[src/rtl/junction_controller.sv]
// ---------------------------------------------------------------------------
// junction_controller
//
// Purpose
//   Traffic-light controller for a two-road junction with a pedestrian
//   crossing. Road A rests on green. A road-B vehicle or a pedestrian
//   request ends road-A green once the minimum green time has elapsed.
//   Each request is held in a pending flag until it is served.
//   Pedestrians are served before road B. After a walk phase the
//   controller always returns to road A, so a waiting road-B vehicle gets
//   a fresh minimum road-A green before it is served.
//
// Ports
//   clk      in   single clock, rising edge active
//   rst      in   asynchronous, active-high reset
//   car_b    in   road-B vehicle sensor (level or pulse)
//   ped_req  in   pedestrian button (level or pulse)
//   a_red, a_amber, a_green  out  road-A lamps
//   b_red, b_amber, b_green  out  road-B lamps
//   walk     out  pedestrian walk lamp
//
// The lamps are Moore outputs. They are held in a register that is loaded
// with the lamp pattern of the next state, so they always show the lamp
// pattern of the current state register. There is no combinational path
// from car_b or ped_req to any lamp.
// ---------------------------------------------------------------------------
module junction_controller #(
    parameter int T_MIN_GREEN = 8,
    parameter int T_AMBER     = 3,
    parameter int T_RED_AMBER = 2,
    parameter int T_ALL_RED   = 1,
    parameter int T_B_GREEN   = 6,
    parameter int T_WALK      = 5
) (
    input  logic clk,
    input  logic rst,
    input  logic car_b,
    input  logic ped_req,
    output logic a_red,
    output logic a_amber,
    output logic a_green,
    output logic b_red,
    output logic b_amber,
    output logic b_green,
    output logic walk
);

    typedef enum logic [3:0] {
        ST_AG   = 4'd0,
        ST_AA   = 4'd1,
        ST_AR1  = 4'd2,
        ST_BRA  = 4'd3,
        ST_BG   = 4'd4,
        ST_BA   = 4'd5,
        ST_AR2  = 4'd6,
        ST_ARA  = 4'd7,
        ST_WALK = 4'd8
    } state_t;

    // Last counter value of each timed state. A timed state leaves on the
    // cycle where the counter equals its duration minus one.
    localparam logic [7:0] MIN_GREEN_LAST = 8'(T_MIN_GREEN - 1);
    localparam logic [7:0] AMBER_LAST     = 8'(T_AMBER - 1);
    localparam logic [7:0] RED_AMBER_LAST = 8'(T_RED_AMBER - 1);
    localparam logic [7:0] ALL_RED_LAST   = 8'(T_ALL_RED - 1);
    localparam logic [7:0] B_GREEN_LAST   = 8'(T_B_GREEN - 1);
    localparam logic [7:0] WALK_LAST      = 8'(T_WALK - 1);
    localparam logic [7:0] CNT_MAX        = 8'hFF;

    // Lamp vector order: {a_red, a_amber, a_green, b_red, b_amber, b_green, walk}
    localparam logic [6:0] LAMPS_AG   = 7'b0011000;
    localparam logic [6:0] LAMPS_AA   = 7'b0101000;
    localparam logic [6:0] LAMPS_RED  = 7'b1001000;
    localparam logic [6:0] LAMPS_BRA  = 7'b1001100;
    localparam logic [6:0] LAMPS_BG   = 7'b1000010;
    localparam logic [6:0] LAMPS_BA   = 7'b1000100;
    localparam logic [6:0] LAMPS_ARA  = 7'b1101000;
    localparam logic [6:0] LAMPS_WALK = 7'b1001001;

    state_t      state_r;
    state_t      next_state_s;
    logic [7:0]  cnt_r;
    logic [7:0]  next_cnt_s;
    logic        p_pend_r;
    logic        next_p_pend_s;
    logic        b_pend_r;
    logic        next_b_pend_s;
    logic [6:0]  lamps_r;
    logic        state_change_s;
    logic        enter_walk_s;
    logic        enter_bra_s;

    // Lamp pattern for each state. Any unused encoding shows the road-A
    // green pattern, which matches the state it recovers to.
    function automatic logic [6:0] lamp_decode(input state_t st);
        logic [6:0] lamps;
        case (st)
            ST_AG:   lamps = LAMPS_AG;
            ST_AA:   lamps = LAMPS_AA;
            ST_AR1:  lamps = LAMPS_RED;
            ST_BRA:  lamps = LAMPS_BRA;
            ST_BG:   lamps = LAMPS_BG;
            ST_BA:   lamps = LAMPS_BA;
            ST_AR2:  lamps = LAMPS_RED;
            ST_ARA:  lamps = LAMPS_ARA;
            ST_WALK: lamps = LAMPS_WALK;
            default: lamps = LAMPS_AG;
        endcase
        return lamps;
    endfunction

    // Next-state logic. Timed states leave when the counter reaches the
    // last value for that state. Any unused encoding returns to AG.
    always_comb begin
        next_state_s = state_r;
        case (state_r)
            ST_AG: begin
                if ((cnt_r >= MIN_GREEN_LAST) && (b_pend_r || p_pend_r)) begin
                    next_state_s = ST_AA;
                end else begin
                    next_state_s = ST_AG;
                end
            end
            ST_AA: begin
                if (cnt_r == AMBER_LAST) begin
                    next_state_s = ST_AR1;
                end else begin
                    next_state_s = ST_AA;
                end
            end
            ST_AR1: begin
                // A waiting pedestrian is served before road B.
                if (cnt_r == ALL_RED_LAST) begin
                    if (p_pend_r) begin
                        next_state_s = ST_WALK;
                    end else begin
                        next_state_s = ST_BRA;
                    end
                end else begin
                    next_state_s = ST_AR1;
                end
            end
            ST_BRA: begin
                if (cnt_r == RED_AMBER_LAST) begin
                    next_state_s = ST_BG;
                end else begin
                    next_state_s = ST_BRA;
                end
            end
            ST_BG: begin
                if (cnt_r == B_GREEN_LAST) begin
                    next_state_s = ST_BA;
                end else begin
                    next_state_s = ST_BG;
                end
            end
            ST_BA: begin
                if (cnt_r == AMBER_LAST) begin
                    next_state_s = ST_AR2;
                end else begin
                    next_state_s = ST_BA;
                end
            end
            ST_WALK: begin
                if (cnt_r == WALK_LAST) begin
                    next_state_s = ST_AR2;
                end else begin
                    next_state_s = ST_WALK;
                end
            end
            ST_AR2: begin
                if (cnt_r == ALL_RED_LAST) begin
                    next_state_s = ST_ARA;
                end else begin
                    next_state_s = ST_AR2;
                end
            end
            ST_ARA: begin
                if (cnt_r == RED_AMBER_LAST) begin
                    next_state_s = ST_AG;
                end else begin
                    next_state_s = ST_ARA;
                end
            end
            default: begin
                next_state_s = ST_AG;
            end
        endcase
    end

    // Counter and pending-request updates. A clear on entry to WALK or BRA
    // overrides a request that arrives in the same cycle.
    always_comb begin
        state_change_s = (next_state_s != state_r);
        enter_walk_s   = state_change_s && (next_state_s == ST_WALK);
        enter_bra_s    = state_change_s && (next_state_s == ST_BRA);

        if (state_change_s) begin
            next_cnt_s = 8'd0;
        end else if (cnt_r == CNT_MAX) begin
            next_cnt_s = cnt_r;
        end else begin
            next_cnt_s = cnt_r + 8'd1;
        end

        if (enter_walk_s) begin
            next_p_pend_s = 1'b0;
        end else begin
            next_p_pend_s = p_pend_r | ped_req;
        end

        // A car seen while road B is already in its red+amber or green
        // phase is being served now, so it does not raise a new request.
        if (enter_bra_s) begin
            next_b_pend_s = 1'b0;
        end else if (car_b && (state_r != ST_BRA) && (state_r != ST_BG)) begin
            next_b_pend_s = 1'b1;
        end else begin
            next_b_pend_s = b_pend_r;
        end
    end

    // State, counter, pending flags and lamp register.
    always_ff @(posedge clk or posedge rst) begin
        if (rst) begin
            state_r  <= ST_AG;
            cnt_r    <= 8'd0;
            p_pend_r <= 1'b0;
            b_pend_r <= 1'b0;
            lamps_r  <= LAMPS_AG;
        end else begin
            state_r  <= next_state_s;
            cnt_r    <= next_cnt_s;
            p_pend_r <= next_p_pend_s;
            b_pend_r <= next_b_pend_s;
            lamps_r  <= lamp_decode(next_state_s);
        end
    end

    assign a_red   = lamps_r[6];
    assign a_amber = lamps_r[5];
    assign a_green = lamps_r[4];
    assign b_red   = lamps_r[3];
    assign b_amber = lamps_r[2];
    assign b_green = lamps_r[1];
    assign walk    = lamps_r[0];

endmodule

[config.mk]
export PLATFORM = sky130hd
export DESIGN_NAME = junction_controller
export DESIGN_NICKNAME = d
export VERILOG_FILES = /design/src/rtl/junction_controller.sv
export SDC_FILE = /design/constraint.sdc
export NUM_CORES = 1
export LEC_CHECK = 0
export BUFFER_PORTS_ARGS = -buffer_cell sky130_fd_sc_hd__buf_2
export CORE_MARGIN = 2
export CORE_UTILIZATION = 58
export CTS_CLUSTER_DIAMETER = 150
export DETAILED_ROUTE_END_ITERATION = 12
export PLACE_DENSITY = 0.78
export SLEW_MARGIN = 30
export SYNTH_ARGS = -nofsm -noshare
export SYNTH_HDL_FRONTEND = slang
export SYNTH_SLANG_ARGS = --single-unit
[constraint.sdc]
create_clock -name clk -period 2.9 [get_ports clk]
set_clock_uncertainty 0.15 [all_clocks]
set_input_delay 0.435 -clock clk [delete_from_list [all_inputs] [get_ports clk]]
set_output_delay 0.435 -clock clk [all_outputs]
set_load 0.05 [all_outputs]
Yosys cells after proc, flatten, opt, wreduce, memory -nomap -nowiden
Memory sizes are Yosys's and may differ from the RTL's. A register that Yosys moved wholly into a read port is not among the register bits. Cells that the tools add are included.

Word-level logic and storage cells: 52. Output and inout bits: 7. Bits in registers: 14. Bits in read-only memories: 112. Memories kept: 1.

Memory list: (no name shown) (words 16, width 7, rd ports 1, clocked after memory_dff 1, wr ports 0, line 97) `case (st)`.

Reduce and logical (&&, ||, !) cells: 9. Magnitude comparators: 1. Multiplexer cells: 16. Equality and inequality tests: 19. Bitwise gates (word level): 1. Add/subtract/negate cells: 1.

Operator list (count): $pmux 4 s9 (1); $eq 4x3->1 const B (4); $eq 8x3->1 const B (2); $mux 8 (2); $eq 4x2->1 const B (3); $mux 4 (3); $add 8x1->8 const B (1); $eq 4x4->1 const B (2); $eq 8x1->1 const B (1); $eq 8x2->1 const B (1); $eq 8x8->1 const B (1); $ge 8x3->1 const B (1); $logic_not 8->1 (1); $mux 1 (6); $mux 3 (2); $logic_and 1x1->1 (5); $eq 4x1->1 const B (1); $logic_not 4->1 (1); $mux 2 (2); $ne 4x2->1 const B (1); $ne 4x3->1 const B (1); $ne 4x4->1 (1); $ne 2x2->1 const B (1); $reduce_bool 2->1 (1); other kinds (2) (2).

Logic depth before layout (Yosys ltp)
Depth in word-level cells: 7. Gate-level depth with buffers: 8.

Worst setup path before layout
OpenSTA, ideal clock, no wires.

Path type: reg2reg. Start: register cnt_r[1]. End: register lamps_r[5]. Cell stages (with the launch flop): 8. Path slack: 0.408 ns. Arrival time: 2.262 ns. Library setup time: 0.080 ns. Path buffers: 0. Path through: dfrtp_1 inv_1 ha_1 or2b_2 or3_4 a221o_1 or4_4 o22ai_2.

Longest elaborated chain between the ends: 4. Elaborated cells between the ends (all ways): 17. Classes of those cells: order compare: 1; eq/ne: 4; mux: 10; reduce/logical: 2.

RTL lines: start, declared (line 82) `logic [7:0] cnt_r;`; start signal, assigned (line 233) `cnt_r <= next_cnt_s;`; $ge 8x3->1 (line 118) `if ((cnt_r >= MIN_GREEN_LAST) && (b_pend_r || p_pend_r)) begin`; $logic_and 1x1->1 (line 118); $mux 1 (line 118); $pmux 4 s9 (*) (line 116) `case (state_r)`; end, declared (line 88) `logic [6:0] lamps_r;`.

Mark *: on every way between the ends. The rest lies on a longest branch, timed or not. A chain may end at the register's enable or synchronous reset.

Worst setup path in the final report
Ends and elaborated chain as after synthesis.

==> metrics.txt <==
Min-Delay Path Class=input pin to asynchronous set/reset pin; final hold vios=0; Worst Tran Pin Value=~0.77 ns; max_slew headroom=48.4%; slowest stage cell, crit path=or4_4; clock root buffer master=clkbuf_4; DR iter-0 viols=16; critical path class=flop to flop; Critical R2R Launch=cnt_r[1]; clk_lat worst skew=slightly above 0.3 ns; IO Pins=11; FP Rows=17; Clock Power Share=9.8%; Final min period=around 2.6 ns; Synth Cell Area=between 1000 and 1500 um^2; first-pass GRT wire length=~4500 um; pre-CTS setup slack=0.282 ns; CTS clk-pin slew, worst paths=0.12 ns; Power Total=1.47 mW; RD Place Congestion=approximately 0.89; total number of vias=1096; detailed placement HPWL=about 2000 um; die area=around 2600 um^2; htree depth=1; internal power=0.761 mW; clk sink count=21; total setup buffers inserted after CTS=0; WL per Instance=~15 um; max cap viols=0; final setup violation count=0; TritonCTS clock tree=done; Sequential Power Share=a little over a third; critical path startpoint category=flop; clk buf depth=2; Die Y=~51 um; Initial Util=around three fifths; area delta synth->final=8.40%; Async SR Flop Fraction=100%; Num CTS Buffers=3; cts hold-fix bufs=0; Cells after Synth=approximately 140; post-synthesis sequential area ratio=between 40% and 50%; Routed Antenna Nets=0; Max rail drop VDD=~0.00051 V; NetSw=just over 0.7 mW; fin util=approximately 65%; Routed WL=roughly 2600 um; crit-path cells=inv_1 -> ha_1 -> or2b_2 -> or3_4 -> a221o_1 -> or4_4 -> o22ai_2; Avg Cell Area, Syn=9.22 um^2; static leakage=around 0.61 nW; synth unique cells=48; core area=roughly 2100 um^2; yosys warns=0; Max FO, Critical Path=4; CP Buf/Inv Count=1; setup slack after layout=0.256 ns; Combinational Power Share=a little under three fifths; share of cells above drive strength 1=19.5%; biggest cell delay along the critical path=0.54 ns; Port Buf Inserts=10; pwr dens=1060 nW/um^2; arrival time at the worst endpoint=2.74 ns; Post-synth EDFFs=0; initial antenna violation count=0; setup TNS=0 ns; CP top delay family=simple AND/OR/NAND/NOR gates; CP startpoint=cnt_r[1]; drc violations=0; vias per cell=just over 6; first-pass iteration count of the detailed router=4; Syn Nets=roughly 150; fin. max-slew vios=0; FILL cells=between 150 and 200; vias in the first global route=around 1100; ANT cells=0; Fmax achieved=0.378 GHz; commonest non-fill, non-tap cells in the layout=dfrtp_1, nor2_1, nor3_1, buf_2, nand2_1; RSZ-0062 raised after global routing=false; switching share of power=48.3%; chip width=between 50 and 60 um; most common cell after layout, fill and taps aside=dfrtp_1; Synth Flop Type=dfrtp_1; Nets=~160; crit end category=flop; largest net degree at the start of global routing=22; GRT Util Overall=about 23%; global route overflow=0; outcome=complete, no violations; Final Cycle Share=91.2%; Worst Path Required=roughly 3 ns; CTS resizes=0; Yosys reg bits=21
-- per-stage QoR --
stage	std cells	area, um^2	hold WS, ns
floorplan	139	1280	0.260
global route	177	1390	0.164
finish	177	1390	0.0888
global placement	173	1360	0.340
CTS	177	1390	0.119
detailed placement	173	1360	0.342
-- flip-flops by register name, summed over array words and instances (netlist names) --
signal and flops:
b_pend_r 1, cnt_r 8, lamps_r 7, p_pend_r 1, state_r 4
-- worst reg2reg max path: cells and delay by family (launching register included) --
family,cells,cell delay [ns]
adder cells (fa/ha/maj),1,0.19
buffers and inverters,1,0.11
AO/OA/AOI/OAI,2,0.48
AND/OR/NAND/NOR,3,1.21
flip-flops,1,0.43
-- kinds of logic after synthesis --
logic type	synth area share, %
flops	41.2
mux	1.56
buf+inv	3.61
xor+xnor	2.73
simple gates	31.3
fa+ha+maj	3.91
compound gates	15.7
-- final cells by class --
type                    instances  area [um^2]  share of cell area [%]
clock inverters                 1         5.00                   0.360
flip-flops and latches         21          528                    38.0
repair buffers                 13         72.6                    5.23
inverters                       5         18.8                    1.35
multi-input cells             106          707                    50.9
well taps                      28         35.0                    2.52
clock buffers                   3         22.5                    1.62
-- cell usage after synthesis, drive strengths merged (2+ instances only) --
| master | instances | area [um^2] |
|---|---|---|
| nor4b | 2 | 17.5 |
| nand2b | 3 | 18.8 |
| nor2 | 15 | 56.3 |
| nand4 | 2 | 12.5 |
| xor2 | 2 | 17.5 |
| xnor2 | 2 | 17.5 |
| o22ai | 3 | 25.0 |
| a21oi | 7 | 35.0 |
| nand3b | 2 | 15.0 |
| or4bb | 2 | 22.5 |
| o21a | 2 | 15.0 |
| dfrtp | 19 | 475 |
| ha | 4 | 50.1 |
| inv | 5 | 18.8 |
| o22a | 3 | 27.5 |
| and3 | 3 | 18.8 |
| or4b | 3 | 30.0 |
| mux2i | 2 | 20.0 |
| or3 | 2 | 17.5 |
| nand3 | 5 | 25.0 |
| nand2 | 8 | 30.0 |
| o21ai | 3 | 15.0 |
| nor4 | 2 | 12.5 |
| nor3 | 12 | 65.1 |
| dfstp | 2 | 52.6 |
| clkbuf | 6 | 22.5 |
-- per-layer routing --
metal	track usage [%]	vias up	part of all wire [%]
met1	26.8	527	41
met4	13.5	0	3.1
li1	-	535	-
met3	2.63	9	3.3
met5	0	-	0
met2	40.7	25	52
-- power groups by stage --
| stage | Clock [mW] | Sequential (mW) | Combinational [mW] |
|---|---|---|---|
| after global placement | 0 | 0.513 | 0.798 |
| after CTS | 0.146 | 0.514 | 0.814 |
| after floorplan | 0 | 0.609 | 0.533 |
| final | 0.144 | 0.515 | 0.813 |
| after detailed placement | 0 | 0.521 | 0.810 |
| after global routing | 0.160 | 0.533 | 0.895 |
-- worst paths after layout --
path | to | slack, ns | depth (start not counted)
max in group asynchronous | state_r[1] | 2.03 | 2
max reg2reg | lamps_r[5] | 0.26 | 7
min reg2reg | b_pend_r | 0.37 | 1
min | cnt_r[5] | 0.09 | 2
max | lamps_r[5] | 0.26 | 7
min in group clk | p_pend_r | 0.23 | 3
Note: power is estimated with default switching activity, not from simulation.
